$ cat src/rtl/rf_writeback_queue.sv
// rf_writeback_queue: merges primary and FIFO-buffered secondary results onto one RF write port, with a pending scoreboard; WB_BYPASS_EN lets a secondary result skip an empty FIFO
module rf_writeback_queue #(
   parameter int DEPTH = 4,
   parameter int AW = 5,
   parameter int DW = 32
) (
   input  logic                     clk,
   input  logic                     reset,
   input  logic                     pri_wr,
   input  logic [AW-1:0]            pri_addr,
   input  logic [DW-1:0]            pri_data,
   input  logic                     sec_valid,
   output logic                     sec_ready,
   input  logic [AW-1:0]            sec_addr,
   input  logic [DW-1:0]            sec_data,
   input  logic                     mark_valid,
   input  logic [AW-1:0]            mark_addr,
   input  logic [AW-1:0]            chk_addr1,
   input  logic [AW-1:0]            chk_addr2,
   output logic                     busy1,
   output logic                     busy2,
   output logic                     wr,
   output logic [AW-1:0]            addr3,
   output logic [DW-1:0]            data3,
   output logic [$clog2(DEPTH):0]   count
);
   localparam int PW = $clog2(DEPTH);
   localparam int CW = PW + 1;
   localparam logic [CW-1:0] FULL = DEPTH[CW-1:0];
   logic [AW-1:0] mem_a [DEPTH];
   logic [DW-1:0] mem_d [DEPTH];
   logic [PW-1:0] wp, rp;
   logic [(1<<AW)-1:0] pending;
   logic out_sec, pri_sel, acc, push, pop, byp;
   assign sec_ready = !reset && count != FULL;
   assign busy1 = chk_addr1 != '0 && pending[chk_addr1];
   assign busy2 = chk_addr2 != '0 && pending[chk_addr2];
   always_comb begin
      pri_sel = pri_wr && pri_addr != '0;
      acc = sec_valid && sec_ready && sec_addr != '0;
      pop = !pri_sel && count != '0;
`ifdef WB_BYPASS_EN
      byp = !pri_sel && count == '0 && acc;
`else
      byp = 1'b0;
`endif
      push = acc && !byp;
   end
   always_ff @(posedge clk or posedge reset)
      if (reset) begin
         wr <= 1'b0;
         out_sec <= 1'b0;
         addr3 <= '0;
         data3 <= '0;
         count <= '0;
         wp <= '0;
         rp <= '0;
         pending <= '0;
      end else begin
         wr <= pri_sel || pop || byp;
         out_sec <= !pri_sel && (pop || byp);
         addr3 <= pri_sel ? pri_addr : pop ? mem_a[rp] : sec_addr;
         data3 <= pri_sel ? pri_data : pop ? mem_d[rp] : sec_data;
         wp <= wp + PW'(push);
         rp <= rp + PW'(pop);
         count <= count + CW'(push) - CW'(pop);
         // a new mark on the register being committed must survive, so it is applied last
         if (wr && out_sec) pending[addr3] <= 1'b0;
         if (mark_valid && mark_addr != '0) pending[mark_addr] <= 1'b1;
      end
   always_ff @(posedge clk)
      if (push) begin
         mem_a[wp] <= sec_addr;
         mem_d[wp] <= sec_data;
      end
endmodule

$ cat config.mk
export PLATFORM = sky130hd
export DESIGN_NAME = rf_writeback_queue
export DESIGN_NICKNAME = d
export VERILOG_FILES = /design/src/rtl/rf_writeback_queue.sv
export SDC_FILE = /design/constraint.sdc
export NUM_CORES = 1
export LEC_CHECK = 0
export BUFFER_PORTS_ARGS = -buffer_cell sky130_fd_sc_hd__buf_2
export CAP_MARGIN = 20
export CORE_AREA = 3 3 112 167
export DETAILED_ROUTE_END_ITERATION = 6
export DIE_AREA = 0 0 115 170
export PLACE_DENSITY = 0.76
export SYNTH_ARGS = -nofsm -noshare
export SYNTH_HDL_FRONTEND = slang
export SYNTH_SLANG_ARGS = --single-unit
$ cat constraint.sdc
create_clock -name clk -period 10.4 [get_ports clk]
set_clock_uncertainty 0.05 [all_clocks]
set_input_delay 0.52 -clock clk [delete_from_list [all_inputs] [get_ports clk]]
set_output_delay 0.52 -clock clk [all_outputs]
set_load 0.03 [all_outputs]
==> results of run 1 <==
report_power, final:
part           internal, uW  total (uW)  leakage [uW]  switching, uW
Combinational           362         811       0.00150            449
Clock                   437         750      0.000328            313
Sequential             1140        1310       0.00221            163
repair_timing:
item	in CTS	in global routing
gates resized for setup	0	0
hold buffers	1	0
endpoints found under the hold margin	6	0
worst register-to-register path: stages, from the launching register on:
cell and delay [ns]:
dfrtp_1 0.49, nor2_1 0.09, a21oi_1 0.25, nand3_1 0.18, inv_1 0.16, nand2_1 0.11
nor2_4 0.48, buf_4 0.43
layer usage:
layer  up-vias  global-route usage  part of all wire  routed length [um]
met2       208               0.394              0.55               11700
met3        40              0.0349             0.053                1120
met5         -                   0                 0                   0
met4         0              0.0700             0.027                 563
met1      2908               0.272              0.37                7830
li1       2604                   -                 -                   -
registers in the layout, summed over array words and instances (netlist names):
signal / cells
addr3: 5
count: 3
data3: 32
mem_a: 20
mem_d: 128
out_sec: 1
pending: 32
rp: 2
wp: 2
wr: 1
cell families after synthesis:
kind of cell,synth area share
AOI/OAI and AO/OA,0.0651
buffers and inverters,0.0225
muxes,0.160
adders and majority gates,0.00740
and+or+nand+nor,0.0657
DFF,0.676
xor gates and xnor gates,0.00370
how the worst min path moves through the flow:
stage                                     from                    end  slack (ns)  depth (start not counted)
after floorplan           pending[0]$_DFF_PP0_   pending[0]$_DFF_PP0_        0.40                          1
after global placement                   reset    data3[13]$_DFF_PP0_        0.37                          2
after detailed placement                 reset    data3[14]$_DFF_PP0_        0.36                          2
after CTS                          sec_data[8]  mem_d[3][8]$_DFFE_PP_        0.20                          1
after global routing               sec_data[6]  mem_d[2][6]$_DFFE_PP_        0.20                          1
final                              sec_data[1]  mem_d[2][1]$_DFFE_PP_        0.22                          1
per-stage QoR:
stage	setup WS [ns]	instance area (sq um)	total power [uW]	utilization	std cells
5_1_grt	7.00	11000	3010	0.632	967
3_3_place_gp	6.82	10300	2110	0.593	929
4_1_cts	7.21	11000	2900	0.632	967
2_1_floorplan	5.85	9460	1890	-	601
6_report	7.22	11000	2870	0.632	967
3_5_place_dp	6.73	10300	2140	0.593	929
cell type report:
type / instances / area [sq um]
flip-flops and latches: 226 / 6400
fillers: 1266 / 6420
inverters: 7 / 27.5
well taps: 213 / 267
clock buffers: 29 / 576
repair buffers: 146 / 756
clock inverters: 8 / 91.3
multi-input cells: 338 / 2890
cells in the final DEF (no fill, tap or decap), types with 2 or more instances in the layout:
cell type	netlist	routed
a2111oi_0	2	2
a21oi_1	27	27
a21oi_2	7	7
buf_2	14	137
buf_4	7	8
bufinv_16	0	2
clkbuf_1	4	6
clkbuf_16	0	21
clkbuf_8	0	2
clkinv_1	0	2
clkinv_2	0	4
dfrtp_1	78	76
dfrtp_2	0	2
edfxtp_1	148	148
ha_1	4	4
inv_1	6	5
mux2_2	3	3
mux2i_1	55	55
mux4_2	40	40
nand2_1	13	13
nand3_1	15	15
nand3b_1	21	21
nand4b_1	2	2
nor2_1	43	41
nor2_4	0	2
nor2b_1	2	2
nor3_1	6	4
nor3_2	0	2
nor4b_1	2	2
o21ai_0	63	63
o21ai_1	6	6
o311ai_0	2	2
or3_1	5	5
or3b_2	5	5
xnor2_1	2	2
xor2_1	2	2
==> impl_metrics.toml, run 1 <==
[run_status]
status = "finished clean"

[critical_path]
crit_type = "input pin to flip-flop"
reg2reg_to = "mem_d[1][7]$_DFFE_PP_"
critical_path_required_ns = 10.71
worstSetupEndpoint = "count[2]$_DFF_PP0_"
critPathLaunch = "pri_addr[1]"
r2r_start = "count[1]$_DFF_PP0_"
critical-path-max-stage-delay_ns = 0.60
slowest_stage = "buf_4"
reg2regPathDepth = 7
arrival_ns = 3.49
end_kind = "flip-flop"
cp_top_family = "buffers and inverters"
crit_cells = 13
worstPathMaxFanout = 66
regToRegSetupSlack_ns = 7.81
crit_chain = "buf_2 > or4_1 > o21ai_4 > buf_4 > inv_2 > nor2_1 > ha_1 > inv_1 > ha_1 > inv_1 > fa_1 > xnor2_1 > xnor2_1"
crit_buf_inv = 5
setup.worst_path.start_class = "input pin"

[detailed_routing]
viasPerCell = 5.96
drtPass1Iterations = 5
totalWireLength_um = 21200
drc = 0
drtIter0Drc = 465
ant_nets = 0
wire_per_inst_um = 21.9
via_count = 5760

[layout]
num_antenna_cells = 0
area_delta_synth_final_pct = 16.3
num-nets-final = 839
final_layout_size_suffix_gt1_frac = 0.317

[job]
cap_violations = 0

[yosys]
yosysUniqueCellTypes = 42
synthCells = 601
synth_top_cell_by_area = "edfxtp_1"
yosys_warnings = 0
syn-num-nets = 700
synth-async-reset-ratio = 0.345
synth_flop_cell = "edfxtp_1"
synth.most_common_cell = "edfxtp_1"
yosys_register_bits = 226
synth.top_cell.area_share = 0.470
synth_edf_count = 148
synthesis.area_sq_um = 9460
synth_commonest_cells = "148 x edfxtp_1, 78 x dfrtp_1, 63 x o21ai_0, 55 x mux2i_1, 43 x nor2_1"
synthTopCellsByArea = "edfxtp_1 47%, dfrtp_1 21%, mux4_2 9.5%"
seq_area_frac_synth = 0.676
avgSynthCellArea_sq_um = 15.7

[sta]
holdWs_ns = 0.217
finalCritPeriodShare = 0.306
tightest_slew_ns = 1.03
relSlewSlack = 0.311
setup-violations-final = 0
finalCriticalPeriod_ns = 3.18
fmaxAchievable_ghz = 0.314
timing_max_transition_violations_final = 0
setup_tns_ns = 0
hold_violations = 0
rsz0062_at_grt = "no"

[clock_tree]
numClockSinks = 226
clockRootBuffer = "clkbuf_16"
htree_num_levels = 1
cts_tree = "done"
clk_pin_slew_worst_paths_ns = 0.06
clock_latency_ns = 0.48
clk_path_buf_depth = 3
postCtsSetupBuffers = 0
numCtsBuffers = 21

[placed_design]
hpwl_um = 14200
numPortBuffers = 137
gp_congestion = 0.971

[global_route]
grt_use_total = 0.220
grt_overflow = 0
grt_max_degree = 73
antenna_found_initial = 0
grt_first_pass_wirelength_um = 33300
grt_pass1_vias = 6101

[floorplan]
die_w_um = 115
die_h_um = 170
start_util = 0.543
dieArea_sq_um = 19600
ios = 138
core_area_sq_um = 17400
rows = 59

[power_and_ir_drop]
leakage_uw = 0.00404
cellPowerDensity_nw_per_um2 = 261
ir_drop_mv = 0.258

[hold_path]
min_path_type = "input pin to flip-flop"
Note: power is estimated with default switching activity, not from simulation.
==> run 2, diff against run 1 <==
==> constraint.sdc (replaced) <==
create_clock -name clk -period 3.2 [get_ports clk]
set_clock_uncertainty 0.05 [all_clocks]
set_input_delay 0.16 -clock clk [delete_from_list [all_inputs] [get_ports clk]]
set_output_delay 0.16 -clock clk [all_outputs]
set_load 0.03 [all_outputs]
==> run 2 against run 1 <==
  * Sequential power rose to 3.2 times the previous value
  * Global-route usage rose by 2.3 points
  * Routed wire length rose by 10%
  * Clock power rose to 3.4 times the previous value
  * Non-clock buffer count rose by 82
  * Sequential cell count did not move
  * Register-to-register slack got worse by 7.1 ns
  * Core utilization rose by 5.1 points
  * Power rose to 3.3 times the previous value
  * Worst hold slack got worse by 0.17 ns
  * Cell area rose by 8.1%
  * Critical path type unchanged
  * Highest routed layer unchanged
==> impl_metrics.toml, run 2 (synthesized netlist as in run 1, its figures left out) <==
[run_status]
status = "finished clean"

[floorplan]
core_area_sq_um = 17400
die_h_um = 170
dieArea_sq_um = 19600
ios = 138
rows = 59
start_util = 0.543
die_w_um = 115

[critical_path]
crit_type = "input pin to flip-flop"
crit_chain = "dlygate4sd3_1 > buf_2 > or4_1 > o21ai_4 > inv_2 > nor2_1 > ha_1 > inv_1 > ha_1 > inv_1 > fa_1 > xnor2_1 > xnor2_1"
worstPathMaxFanout = 7
critical_path_required_ns = 3.57
reg2reg_to = "data3[25]$_DFF_PP0_"
r2r_start = "rp[1]$_DFF_PP0_"
slowest_stage = "or4_1"
arrival_ns = 3.06
regToRegSetupSlack_ns = 0.67
critical-path-max-stage-delay_ns = 0.58
setup.worst_path.start_class = "input pin"
end_kind = "flip-flop"
reg2regPathDepth = 5

[global_route]
grt_use_total = 0.243
gr-usage-met2 = 0.433
grt_first_pass_wirelength_um = 36700
gr-max-usage-layer = "met2"
grt_overflow = 0
grtUsageMet1 = 0.302
grt_pass1_vias = 6792
antenna_found_initial = 0
use_met3 = 0.0363
grt_max_degree = 66

[hold_path]
min-delay-start = "pri_wr"
holdPathStages = 4
min_path_type = "input pin to flip-flop"
hold_path_end = "out_sec$_DFF_PP0_"

[power_and_ir_drop]
ir_drop_mv = 0.548
leakage_uw = 0.00440
cellPowerDensity_nw_per_um2 = 807

[clock_tree]
clk_pin_slew_worst_paths_ns = 0.06
cts_resized = 0
numClockSinks = 226
numCtsBuffers = 21
htree_num_levels = 1
clock_latency_ns = 0.50
cts_tree = "done"
clk_path_buf_depth = 3
clockRootBuffer = "clkbuf_16"

[detailed_routing]
ant_nets = 0
via_count = 6307
viasPerCell = 6.01
drtPass1Iterations = 5
wire_per_inst_um = 22.3
totalWireLength_um = 23400
drtIter0Drc = 454
drc = 0

[layout]
final_area_sq_um = 11900
largest_register = "mem_d"
layout_commonest_cell = "edfxtp_1"
final_cells = 1050
num_antenna_cells = 0
final_layout_size_suffix_gt1_frac = 0.295
area_delta_synth_final_pct = 25.7
layout_common_cells = "148 x edfxtp_1, 137 x buf_2, 81 x dlygate4sd3_1, 76 x dfrtp_1, 63 x o21ai_0"
top_regs = "mem_d: 128 flops, data3: 32 flops, pending: 32 flops"
largest_register_ffs = 128
num-nets-final = 921

[sta]
fmaxAchievable_ghz = 0.372
hold_violations = 0
tightest_slew_ns = 0.768
rsz0062_at_grt = "no"
finalCriticalPeriod_ns = 2.69
finalCritPeriodShare = 0.840
timing_max_transition_violations_final = 0
relSlewSlack = 0.488
setup-violations-final = 0
holdWs_ns = 0.0474

[placed_design]
gp_congestion = 0.911
placed_cell_area_sq_um = 10400
hpwl_um = 14300
dpl.cell_count = 931
numPortBuffers = 137

[job]
cap_violations = 0
[run 2: cell types whose count changed in the layout (fill, tap and decap cells not counted), sizes merged]
cell	previous run	this run
buf	145	147
clkbuf	29	27
clkinv	7	6
clkinvlp	0	2
inv	6	8
dlygate4sd3	1	81
[run 2: area by class of cell]
cell class	instances	area [sq um]
repair buffers	228	1600
clock buffers	27	589
well taps	213	267
multi-input cells	338	2890
clock inverters	11	121
fillers	1150	5530
inverters	7	27.5
flip-flops and latches	226	6400
[run 2: layer usage]
metal / up-vias / part of all wire
li1: 2769 / -
met1: 3221 / 0.37
met2: 269 / 0.55
met3: 48 / 0.058
met4: 0 / 0.022
met5: - / 0
[run 2: how the worst max path moves through the flow]
| stage | start | endpoint | slack, ns | cells past startpoint |
|---|---|---|---|---|
| 2_1_floorplan | count[1]$_DFF_PP0_ | mem_a[0][0]$_DFFE_PP_ | -0.23 | 4 |
| 3_3_place_gp | pri_addr[1] | count[2]$_DFF_PP0_ | 0.66 | 12 |
| 3_5_place_dp | pri_addr[1] | count[2]$_DFF_PP0_ | 0.57 | 12 |
| 4_1_cts | pri_addr[1] | count[2]$_DFF_PP0_ | 0.54 | 13 |
| 5_1_grt | pri_addr[1] | count[2]$_DFF_PP0_ | 0.40 | 13 |
| 6_report | pri_addr[1] | count[2]$_DFF_PP0_ | 0.51 | 13 |
[run 2: per-stage QoR]
step	power, uW	util	setup TNS (ns)	worst slack (ns)
after floorplan	6130	-	-8.42	-0.228
after global placement	6900	0.595	0	0.662
after detailed placement	7020	0.595	0	0.574
after CTS	9640	0.683	0	0.538
after global routing	10000	0.683	0	0.402
final	9590	0.683	0	0.511
[run 2: repair_timing]
item | in CTS | in global routing
setup buffers | 0 | 0
endpoints found under the setup margin | 0 | 0
hold buffers | 81 | 0
endpoints found under the hold margin | 221 | 0
[run 2: critical path: cells and delay by family]
kind,cells,cell delay (ns)
XOR/XNOR,2,0.33
AND/OR/NAND/NOR,2,0.76
adder cells (fa/ha/maj),3,0.76
buffers and inverters,5,0.87
AO/OA/AOI/OAI,1,0.18
[run 2: power breakdown]
group          switching, uW  total, uW  internal (uW)
combinational           1590       2860           1270
clock                   1060       2540           1480
sequential               477       4200           3720
total                   3120       9590           6470
==> run 3, diff against run 2 <==
==> constraint.sdc (replaced) <==
create_clock -name clk -period 2.7 [get_ports clk]
set_clock_uncertainty 0.05 [all_clocks]
set_input_delay 0.135 -clock clk [delete_from_list [all_inputs] [get_ports clk]]
set_output_delay 0.135 -clock clk [all_outputs]
set_load 0.03 [all_outputs]
==> run 3 against run 2 <==
  * Clock power grew 6%
  * First-iteration DRC count grew 20%
  * Core utilization shrank 0.072 points
  * Sequential share of layout area grew 0.067 points
  * Worst hold slack lost 0.0038 ns
  * Sequential power grew 17%
  * Sequential cell count is the same
  * Largest cell class unchanged
==> impl_metrics.toml, run 3 (synthesized netlist as in run 1, its figures left out) <==
[run_status]
status = "finished clean"

[floorplan]
die_w_um = 115
rows = 59
core_area_sq_um = 17400
start_util = 0.543
ios = 138
dieArea_sq_um = 19600
die_h_um = 170

[critical_path]
slowest_stage = "buf_4"
end_kind = "flip-flop"
reg2regPathDepth = 5
crit_chain = "dlygate4sd3_1 > buf_2 > or4_4 > o21ai_4 > buf_4 > nor2_1 > a21oi_1 > dlygate4sd3_1"
reg2reg_to = "addr3[2]$_DFF_PP0_"
r2r_start = "count[1]$_DFF_PP0_"
arrival_ns = 2.99
critical_path_required_ns = 3.09
setup.worst_path.start_class = "input pin"
cp_top_family = "buffers and inverters"
worstPathMaxFanout = 65
cpMostUsedCell = "dlygate4sd3_1"
crit_type = "input pin to flip-flop"
crit_buf_inv = 4
critical-path-max-stage-delay_ns = 0.61
regToRegSetupSlack_ns = 0.20

[placed_design]
pre_cts_ws_ns = 0.147
gp_congestion = 0.940
hpwl_um = 14300
placed_cell_area_sq_um = 10400
numPortBuffers = 137

[layout]
num-nets-final = 930
final_area_sq_um = 11900
final_layout_size_suffix_gt1_frac = 0.299
largest_register_ffs = 128
area_delta_synth_final_pct = 25.6
largest_register = "mem_d"
layout_commonest_cell = "edfxtp_1"
layout_common_cells = "148 x edfxtp_1, 137 x buf_2, 83 x dlygate4sd3_1, 75 x dfrtp_1, 63 x o21ai_0"
top_regs = "mem_d: 128 flops, data3: 32 flops, pending: 32 flops"

[hold_path]
hold_path_end = "pending[13]$_DFF_PP0_"
min-delay-start = "mark_addr[3]"
min_path_type = "input pin to flip-flop"
holdPathStages = 3

[global_route]
grt_use_total = 0.241
grt_pass1_vias = 6747
grt_max_degree = 73
antenna_found_initial = 0
grt_overflow = 0
grt_first_pass_wirelength_um = 36300

[clock_tree]
clockRootBuffer = "clkbuf_16"
postCtsSetupBuffers = 0
numClockSinks = 226
htree_num_levels = 1
numCtsBuffers = 21
cts_tree = "done"
clk_path_buf_depth = 3
clock_latency_ns = 0.49
clk_pin_slew_worst_paths_ns = 0.07

[power_and_ir_drop]
leakage_uw = 0.00440
cellPowerDensity_nw_per_um2 = 938
ir_drop_mv = 0.655
total_power_uw = 11100

[detailed_routing]
drtPass1Iterations = 5
drc = 0
wire_per_inst_um = 22.1
viasPerCell = 5.87
via_count = 6223
totalWireLength_um = 23500
ant_nets = 0
drtIter0Drc = 543

[job]
cap_violations = 0

[sta]
finalCriticalPeriod_ns = 2.60
setup_tns_ns = 0
rsz0062_at_grt = "no"
timing.final.ws_setup_ns = 0.0955
holdWs_ns = 0.0436
tightest_slew_ns = 0.785
hold_violations = 0
relSlewSlack = 0.476
fmaxAchievable_ghz = 0.384
finalCritPeriodShare = 0.965
timing_max_transition_violations_final = 0
setup-violations-final = 0
## run 3: worst reg2reg max path, stage by stage (launching register included)
cell,delay (ns)
dfrtp_2,0.46
nor3_2,0.25
buf_4,0.63
mux2i_1,0.37
o21ai_1,0.08
dlygate4sd3_1,0.55
## run 3: stage by stage
stage	utilization	cells
5_1_grt	0.682	1058
4_1_cts	0.681	1058
3_5_place_dp	0.598	938
6_report	0.682	1060
2_1_floorplan	-	601
3_3_place_gp	0.598	938
## run 3: layout make-up
| class | instances | area, sq um |
|---|---|---|
| Timing Repair Buffer | 237 | 1660 |
| Clock inverter | 8 | 46.3 |
| Fill cell | 1155 | 5540 |
| Sequential cell | 226 | 6400 |
| Tap cell | 213 | 267 |
| Inverter | 7 | 27.5 |
| Multi-Input combinational cell | 338 | 2910 |
| Clock buffer | 29 | 566 |
| Antenna cell | 2 | 5.00 |
## run 3: worst max-delay path by stage
stage	depth (start not counted)	start	slack, ns	endpoint
floorplan	4	count[0]$_DFF_PP0_	0.05	mem_a[0][0]$_DFFE_PP_
global placement	12	pri_addr[1]	0.19	count[2]$_DFF_PP0_
detailed placement	12	pri_addr[1]	0.15	count[2]$_DFF_PP0_
CTS	13	pri_addr[1]	0.02	count[2]$_DFF_PP0_
global route	8	pri_addr[1]	0.003	data3[10]$_DFF_PP0_
finish	8	pri_addr[1]	0.1	data3[10]$_DFF_PP0_
## run 3: what timing repair did
action,4_1_cts,5_1_grt
resized for setup,0,4
hold endpoints to repair,267,0
hold buffers,83,0
endpoints found under the setup margin,0,2
## run 3: metal layers
layer	share of wire	wire, um	global-route usage
met4	0.034	792	0.0873
met5	0	0	0
met3	0.054	1280	0.0359
met2	0.56	13000	0.450
met1	0.36	8360	0.278
## run 3: where the power goes
group / total [uW] / switching, uW / internal (uW)
Clock: 2690 / 1220 / 1470
Sequential: 4900 / 489 / 4410
Combinational: 3550 / 1990 / 1560
